File: src/rtl/muldiv_pkg.sv
// muldiv_pkg: shared funct codes, FSM states and op kinds for the multiply/divide unit
package muldiv_pkg;
  localparam logic [5:0] FUNCT_MTHI  = 6'h11;
  localparam logic [5:0] FUNCT_MTLO  = 6'h13;
  localparam logic [5:0] FUNCT_MULT  = 6'h18;
  localparam logic [5:0] FUNCT_MULTU = 6'h19;
  localparam logic [5:0] FUNCT_DIV   = 6'h1A;
  localparam logic [5:0] FUNCT_DIVU  = 6'h1B;
  typedef enum logic [1:0] {IDLE, CALC, FIX} muldiv_state_t;
  typedef enum logic {OP_MUL, OP_DIV} muldiv_op_t;
endpackage

File: src/rtl/muldiv_sign_fix.sv
// muldiv_sign_fix: conditional two's-complement negate, used for operand magnitudes and result signs
module muldiv_sign_fix #(
  parameter int W = 32
) (
  input  logic [W-1:0] val,
  input  logic         neg,
  output logic [W-1:0] res
);
  assign res = neg ? -val : val;
endmodule

File: src/rtl/muldiv_unit.sv
// muldiv_unit: iterative MIPS MULT/MULTU/DIV/DIVU unit owning HI/LO.
// MULDIV_FAST_MUL_EN swaps the shift-add multiply for a single-cycle combinational multiplier.
module muldiv_unit
  import muldiv_pkg::*;
#(
  parameter  int WIDTH = 32,
  localparam int CNT_W = $clog2(WIDTH)
) (
  input  logic             clk,
  input  logic             rst_n,
  input  logic             start,
  input  logic [5:0]       funct,
  input  logic [WIDTH-1:0] op_a,
  input  logic [WIDTH-1:0] op_b,
  input  logic             flush,
  output logic             busy,
  output logic             done,
  output logic [WIDTH-1:0] hi,
  output logic [WIDTH-1:0] lo,
  output logic             div_zero
);
  muldiv_state_t      state_q, state_d;
  muldiv_op_t         op_q, op_d;
  logic [CNT_W-1:0]   cnt_q, cnt_d;
  logic [2*WIDTH-1:0] acc_q, acc_d;
  logic [WIDTH-1:0]   m_q, m_d, hi_q, hi_d, lo_q, lo_d;
  logic               qneg_q, qneg_d, rneg_q, rneg_d, dzp_q, dzp_d;
  logic               done_q, done_d, dz_q, dz_d, busy_q, busy_d;
  logic               is_mul, is_div, is_sgn;
  logic [WIDTH-1:0]   a_mag, b_mag, quo_fix, rem_fix, diff;
  logic [2*WIDTH-1:0] prod_fix, mul_step, div_step;
  logic [WIDTH:0]     sum, top;
  logic               ge;

  assign is_mul = funct == FUNCT_MULT || funct == FUNCT_MULTU;
  assign is_div = funct == FUNCT_DIV || funct == FUNCT_DIVU;
  assign is_sgn = funct == FUNCT_MULT || funct == FUNCT_DIV;

  muldiv_sign_fix #(.W(WIDTH))   u_mag_a (.val(op_a), .neg(is_sgn & op_a[WIDTH-1]), .res(a_mag));
  muldiv_sign_fix #(.W(WIDTH))   u_mag_b (.val(op_b), .neg(is_sgn & op_b[WIDTH-1]), .res(b_mag));
  muldiv_sign_fix #(.W(2*WIDTH)) u_fix_p (.val(acc_q), .neg(qneg_q), .res(prod_fix));
  muldiv_sign_fix #(.W(WIDTH))   u_fix_q (.val(acc_q[WIDTH-1:0]), .neg(qneg_q), .res(quo_fix));
  muldiv_sign_fix #(.W(WIDTH))   u_fix_r (.val(acc_q[2*WIDTH-1:WIDTH]), .neg(rneg_q), .res(rem_fix));

  // acc holds {partial, multiplier} for multiply and {remainder, dividend/quotient} for divide
  always_comb begin
    sum      = {1'b0, acc_q[2*WIDTH-1:WIDTH]} + (acc_q[0] ? {1'b0, m_q} : '0);
    mul_step = {sum, acc_q[WIDTH-1:1]};
    top      = acc_q[2*WIDTH-1:WIDTH-1];
    ge       = top >= {1'b0, m_q};
    diff     = top[WIDTH-1:0] - m_q;
    div_step = {ge ? diff : top[WIDTH-1:0], acc_q[WIDTH-2:0], ge};
  end

  always_comb begin
    state_d = state_q;
    op_d    = op_q;
    cnt_d   = cnt_q;
    acc_d   = acc_q;
    m_d     = m_q;
    qneg_d  = qneg_q;
    rneg_d  = rneg_q;
    dzp_d   = dzp_q;
    hi_d    = hi_q;
    lo_d    = lo_q;
    dz_d    = dz_q;
    done_d  = 1'b0;
    if (flush)
      state_d = IDLE;
    else
      case (state_q)
        IDLE:
          if (start && (is_mul || is_div)) begin
            op_d    = is_div ? OP_DIV : OP_MUL;
            m_d     = is_div ? b_mag : a_mag;
            acc_d   = {{WIDTH{1'b0}}, is_div ? a_mag : b_mag};
            qneg_d  = is_sgn & (op_a[WIDTH-1] ^ op_b[WIDTH-1]);
            rneg_d  = is_sgn & op_a[WIDTH-1];
            cnt_d   = CNT_W'(WIDTH - 1);
            dz_d    = 1'b0;
            dzp_d   = 1'b0;
            state_d = CALC;
            if (is_div && op_b == '0) begin
              acc_d   = {op_a, {WIDTH{1'b1}}};
              qneg_d  = 1'b0;
              rneg_d  = 1'b0;
              dzp_d   = 1'b1;
              state_d = FIX;
            end
`ifdef MULDIV_FAST_MUL_EN
            if (is_mul) begin
              acc_d   = (2*WIDTH)'(a_mag) * (2*WIDTH)'(b_mag);
              state_d = FIX;
            end
`endif
          end else if (start && funct == FUNCT_MTHI)
            hi_d = op_a;
          else if (start && funct == FUNCT_MTLO)
            lo_d = op_a;
        CALC: begin
          acc_d   = op_q == OP_MUL ? mul_step : div_step;
          cnt_d   = cnt_q == '0 ? cnt_q : cnt_q - CNT_W'(1);
          state_d = cnt_q == '0 ? FIX : CALC;
        end
        FIX: begin
          {hi_d, lo_d} = op_q == OP_MUL ? prod_fix : {rem_fix, quo_fix};
          dz_d    = dzp_q;
          done_d  = 1'b1;
          state_d = IDLE;
        end
        default: state_d = IDLE;
      endcase
    busy_d = state_d != IDLE;
  end

  always_ff @(posedge clk or negedge rst_n)
    if (!rst_n) begin
      state_q <= IDLE;
      op_q    <= OP_MUL;
      cnt_q   <= '0;
      acc_q   <= '0;
      m_q     <= '0;
      qneg_q  <= 1'b0;
      rneg_q  <= 1'b0;
      dzp_q   <= 1'b0;
      hi_q    <= '0;
      lo_q    <= '0;
      dz_q    <= 1'b0;
      done_q  <= 1'b0;
      busy_q  <= 1'b0;
    end else begin
      state_q <= state_d;
      op_q    <= op_d;
      cnt_q   <= cnt_d;
      acc_q   <= acc_d;
      m_q     <= m_d;
      qneg_q  <= qneg_d;
      rneg_q  <= rneg_d;
      dzp_q   <= dzp_d;
      hi_q    <= hi_d;
      lo_q    <= lo_d;
      dz_q    <= dz_d;
      done_q  <= done_d;
      busy_q  <= busy_d;
    end

  assign busy     = busy_q;
  assign done     = done_q;
  assign hi       = hi_q;
  assign lo       = lo_q;
  assign div_zero = dz_q;
endmodule
File: config.mk
export PLATFORM = sky130hd
export DESIGN_NAME = muldiv_unit
export DESIGN_NICKNAME = d
export VERILOG_FILES = /design/src/rtl/muldiv_pkg.sv /design/src/rtl/muldiv_sign_fix.sv /design/src/rtl/muldiv_unit.sv
export SDC_FILE = /design/constraint.sdc
export NUM_CORES = 1
export LEC_CHECK = 0
export BUFFER_PORTS_ARGS = -buffer_cell sky130_fd_sc_hd__buf_2
export CORE_ASPECT_RATIO = 0.9
export CORE_MARGIN = 3
export CORE_UTILIZATION = 25
export DETAILED_ROUTE_END_ITERATION = 16
export GPL_ROUTABILITY_DRIVEN = 0
export MAX_ROUTING_LAYER = met4
export SYNTH_ARGS = -nofsm -noshare
export SYNTH_HDL_FRONTEND = slang
export SYNTH_SLANG_ARGS = --single-unit
File: constraint.sdc
create_clock -name clk -period 6.9 [get_ports clk]
set_clock_uncertainty 0.2 [all_clocks]
set_input_delay 1.38 -clock clk [delete_from_list [all_inputs] [get_ports clk]]
set_output_delay 1.38 -clock clk [all_outputs]
set_load 0.05 [all_outputs]
Word level (Yosys, flattened, before mapping)
Index checks and enable logic that the tools add are counted.

operators by class
  reduce and logical (&&, ||, !) cells = 20
  eq/ne operators = 14
  bitwise logic cells = 5
  order comparisons = 1
  add/sub/neg operators = 8
  mux-type cells = 37

operators by type and width
  kind                                                                 count
  32-bit two-way mux                                                   13
  64-bit two-way mux                                                   5
  32-bit negation                                                      4
  32-bit case mux with 2 select lines                                  2
  64-bit case mux with 2 select lines                                  1
  64-bit negation                                                      1
  6-bit by 5-bit == test with 1-bit output (second input constant)     6
  32-bit by 32-bit adder with 33-bit output                            1
  33-bit by 32-bit greater-or-equal comparator with 1-bit output       1
  32-bit logical NOT                                                   1
  32-bit subtractor                                                    1
  2-bit != test (second input constant)                                6
  5-bit two-way mux                                                    2
  5-bit case mux with 2 select lines                                   1
  3-bit AND reduction                                                  3
  2-bit two-way mux                                                    4
  4-bit AND reduction                                                  2
  1-bit two-way mux                                                    7
  2-bit nonzero test                                                   3
  5-bit logical NOT                                                    1
  5-bit AND reduction                                                  1
  5-bit by 1-bit subtractor with 5-bit output (second input constant)  1
  1-bit logical AND                                                    4
  1-bit logical OR                                                     4
  8 further kinds                                                      10

word-level totals
  flip-flop bits (word level) = 174
  logic and storage cells = 98
  output and inout bits = 67
  input bits = 74

Logic depth before layout (Yosys ltp)
  word-level depth = 8
  gate-level depth with buffers = 15
  mapped depth without buffers = 14

Cells and area by module
A second synthesis with hierarchy kept.

unflattened totals
  cells, all modules = 2192
  area total of the unflattened synthesis = 18047.3 µm²

modules (own cells, without submodules)
  module                          cells each  times used  area each (µm²)  seq. area each (µm²)
  muldiv_unit                     1571        1           13544.2          4354.2
  muldiv_sign_fix at u_fix_q ...  108         3           767.0            0.0
  muldiv_sign_fix at u_fix_p      198         1           1453.9           0.0
  muldiv_sign_fix at u_fix_r      99          1           748.2            0.0

Worst setup path after synthesis
No wires, ideal clock.

  kind = in2reg
  start = input op_b[0]
  end = register acc_q[53]
  stages = 12
  path slack = 2.794 ns
  data required time = 6.604 ns
  data arrival time = 3.810 ns
  path buffers = 1
  setup time = 0.096 ns
  cell sequence = inv_1 -> ha_1 -> or3b_2 -> or4_1 -> nor2_1 -> nand3_1 -> or4_1 -> buf_2 -> nor2_2 -> a22o_1 -> a21oi_1 -> o31ai_1

on the way
  word-level cells in the longest chain between the ends = 5

ends and longest elaborated chain
  item                                 line                RTL
  start: declaration                   muldiv_unit.sv:14   input logic [WIDTH-1:0] op_b,
  32-bit logical NOT                   muldiv_unit.sv:83   if (is_div && op_b == '0) begin
  1-bit logical AND                    muldiv_unit.sv:83
  64-bit two-way mux                   muldiv_unit.sv:83
  64-bit two-way mux                   muldiv_unit.sv:73   if (start && (is_mul || is_div)) begin
  64-bit case mux with 2 select lines  muldiv_unit.sv:71   case (state_q)
  end signal: assignment               muldiv_unit.sv:121  acc_q <= '0;
  end signal: assignment               muldiv_unit.sv:135  acc_q <= acc_d;
  end: declaration                     muldiv_unit.sv:25   logic [2*WIDTH-1:0] acc_q, acc_d;

No other way between the ends. The select of a mux whose other input is x is not followed.
A chain may end at the register's enable or synchronous reset.

Worst setup path in the final report
  start = input op_b[0]
  end = register acc_q[13]

on the way
  word-level cells in the longest chain between the ends = 6
  elaborated cells between the ends (all ways) = 8
  classes of those cells = 1 x add/sub; 5 x mux; 2 x reduce/logical

ends and longest elaborated chain
  item                                     line                  RTL
  32-bit negation                          muldiv_sign_fix.sv:9  assign res = neg ? -val : val;
  32-bit two-way mux                       muldiv_sign_fix.sv:9
  32-bit two-way mux                       muldiv_unit.sv:76     acc_d = {{WIDTH{1'b0}}, is_div ? a_mag : b_mag};
  64-bit two-way mux (*)                   muldiv_unit.sv:83
  64-bit two-way mux (*)                   muldiv_unit.sv:73
  64-bit case mux with 2 select lines (*)  muldiv_unit.sv:71

Every way passes the cells marked *; elsewhere a longest branch is shown, timed or not. The select of a mux whose other input is x is not followed.

==> results by group <==
Global route
  • Initial antenna violation count: 4
  • Gr usage total: 0.196
  • Total gr overflow: 0
  • Global-route wire length before repair: 94.2 mm
  • Largest net degree at the start of global routing: 88
  • Number of global-route vias before repair: 14,500

Pwr
  • Total power: 5270 uW
  • Switching share of total power: 0.477
  • Sw Pwr: 2510 uW
  • Worst IR drop on VDD: 231 uV
  • Pwr dens: 300 nW/um^2
  • Internal power: 2760 uW
  • Flop pwr share: 0.308
  • P_leak: 0.00769 uW
  • Part of the power in the clock network: 0.202
  • Logic pwr share: 0.491

Drt
  • Met2 routed WL: 25.4 mm
  • Post-route ant nets: 0
  • DRT iter0 DRCs: 2,017
  • DRT Pass-1 Iters: 6
  • Met3 routed WL: 7.23 mm
  • DR top layer: met4
  • Drt wl/cell: 21.8 um
  • DR vias/cell: 5.49
  • Wl on met1: 29.1 mm
  • DR vias: 16,000
  • DRC violations left: 0
  • Detailed Route WL: 63.3 mm

Floorplan
  • Rows: 86
  • Core area: 61,300 um^2
  • Starting Density: 0.253
  • Die height: 242 um
  • Die ar.: 65,200 um^2
  • Chip width: 269 um
  • IO Count: 141

Worst setup path
  • Crit Path Max Fanout: 22
  • Setup CP Type: input port to register
  • CP Launch Type: input port
  • Crit. End Element: register
  • Arr. time, crit path: 4750 ps
  • Critical Path RT: 7080 ps

Clocking
  • Clock Tree Root: clkbuf_16
  • Cts hold-fix bufs: 0
  • Post-CTS sizing: 0
  • CTS Buffer Depth: 2
  • Sink Count: 174
  • H-tree depth: 4
  • Clock transition at the registers of the reported paths: 80 ps
  • Num CTS Buffers: 17
  • Worst-Skew Late Latency: 470 ps
  • CTS tree: built
  • Setup bufs post-CTS: 0

Timing
  • Fin crit share: 0.662
  • Endpoints failing hold: 0
  • Fmax: 219 MHz
  • TNS Setup: 0 ps
  • Least-Margin Pin Slew: 938 ps
  • Unrepaired setup endpoints after global routing: no
  • Minimum clock period: 4570 ps
  • Endpoints failing setup: 0
  • Max transition margin: 0.375
  • Max-slew violations: 0

Place
  • Port bufs: 140
  • DP Wirelength: 48.7 mm
  • Placed Cells: 2,874

Final layout
  • Area delta synth->final: 12.8%
  • Final Non-Filler Cells: 2,907
  • Nets: 2,246
  • # fillers: 6,789
  • Layout cell share with drive strength beyond 1: 0.119
  • Finished Core Util: 0.286

Logic synthesis
  • Top FF cell, synth: dfrtp_1
  • Post-synth EDFFs: 0
  • Netlist cell types: 72
  • Top-count cell post-synth: nand2_1
  • Yosys Warn Count: 0
  • Synth top area cells: dfrtp_1, nand2_1, a21oi_1
  • Register area share after synthesis: 0.280
  • Post-Synthesis Cells: 2,057
  • Seq cells post-synth: 174
  • Avg Cell Area, Syn: 7.55 um^2
  • Most frequent cells after synthesis: nand2_1, nor2_1, a21oi_1
  • FFs w/ async S/R, synth: 1.00
  • Cell taking the most area after synthesis: dfrtp_1
  • Post-synth net total: 2,202
  • Synth top area share: 0.280
  • Synth Cell Area: 15,500 um^2

Outcome
  • Status: complete, no violations

Min path
  • Path category of the worst min-delay check: register to register

Flow run
  • Max-Cap Viols: 0
[layer usage]
layer	vias to the layer above	global-route usage
met3	90	0.0485
met1	7642	0.287
met4	0	0.0514
met5	-	-
li1	7426	-
met2	798	0.263
[power by group through the flow]
stage	logic (uW)	clock network [uW]	registers [uW]
after floorplan	1720	0	1610
after global placement	2530	0	1610
after detailed placement	2520	0	1620
after CTS	2530	1070	1600
after global routing	2810	1120	1640
final	2590	1060	1620
[worst max-delay path, cell delays in order]
cell	delay (ps)
buf_2	120
inv_1	60
ha_1	150
or3b_2	470
or4_1	480
nor2_1	190
nand3_1	120
or4_1	640
nand2_1	730
o22ai_1	190
o21ai_0	200
[cell usage in the layout (no fill, tap or decap), types with 8 or more instances in the layout]
cell type	n
nor3_1	21
nand4_1	13
clkbuf_16	17
inv_1	65
or3_1	11
a211oi_1	13
and3_1	16
xor2_1	82
o21bai_1	10
a22oi_1	10
nor2_1	241
and2_1	16
mux2_2	29
a31oi_1	27
mux2i_1	47
a221oi_1	15
o31ai_1	38
o21a_1	9
buf_4	21
a21boi_0	8
nor4_1	27
xnor2_1	96
nand3_1	32
o21ai_0	188
a21oi_1	190
nand2_1	263
o22ai_1	26
o221ai_1	11
ha_1	69
buf_2	139
o211ai_1	23
nand2b_1	11
a21o_1	39
dfrtp_1	173
or4_1	15
[final cells by class]
class,count,area [um^2],share of cell area
sequential,174,4360,0.248
tap,792,991,0.0565
timing repair buffer,161,865,0.0493
clock buffer,19,443,0.0253
multi-input combinational,1680,10400,0.596
inverter,67,251,0.0143
antenna,1,2.50,0.000143
clock inverter,13,175,0.00999
[worst paths after layout]
check                      startpoint   endpoint  slack (ps)  cells past startpoint
setup / recovery              op_b[0]  acc_q[13]        2330                     11
hold / removal                 hi[10]     hi[10]         280                      2
setup reg to reg            acc_q[38]  acc_q[52]        2410                     13
hold reg to reg                hi[10]     hi[10]         280                      2
max in group asynchronous       rst_n     hi[15]        4540                      2
min in group asynchronous       rst_n   acc_q[7]         720                      1
[flip-flops by register name, summed over array words and instances (netlist names)]
| register | count |
|---|---|
| div_zero | 1 |
| dzp_q | 1 |
| rneg_q | 1 |
| hi | 32 |
| qneg_q | 1 |
| done | 1 |
| acc_q | 64 |
| op_q | 1 |
| busy | 1 |
| cnt_q | 5 |
| state_q | 2 |
| lo | 32 |
| m_q | 32 |
[logic make-up (layout without fill, tap and decap cells)]
family,count (synthesis),count (layout),synth area share
AO/OA/AOI/OAI,651,651,0.255
XOR/XNOR,178,178,0.100
adder cells (fa/ha/maj),71,71,0.0581
buffers and inverters,203,260,0.0511
flip-flops,174,174,0.280
multiplexers,76,76,0.0513
other,0,1,0
AND/OR/NAND/NOR,704,704,0.204
[stage by stage]
step	worst slack, ps	hold slack (ps)	cell area (um^2)
after detailed placement	1900	261	16900
after CTS	2390	278	17500
after global placement	1990	260	16900
after floorplan	2790	250	15500
after global routing	2060	299	17500
final	2330	277	17500
(Power assumes the default switching activity.)
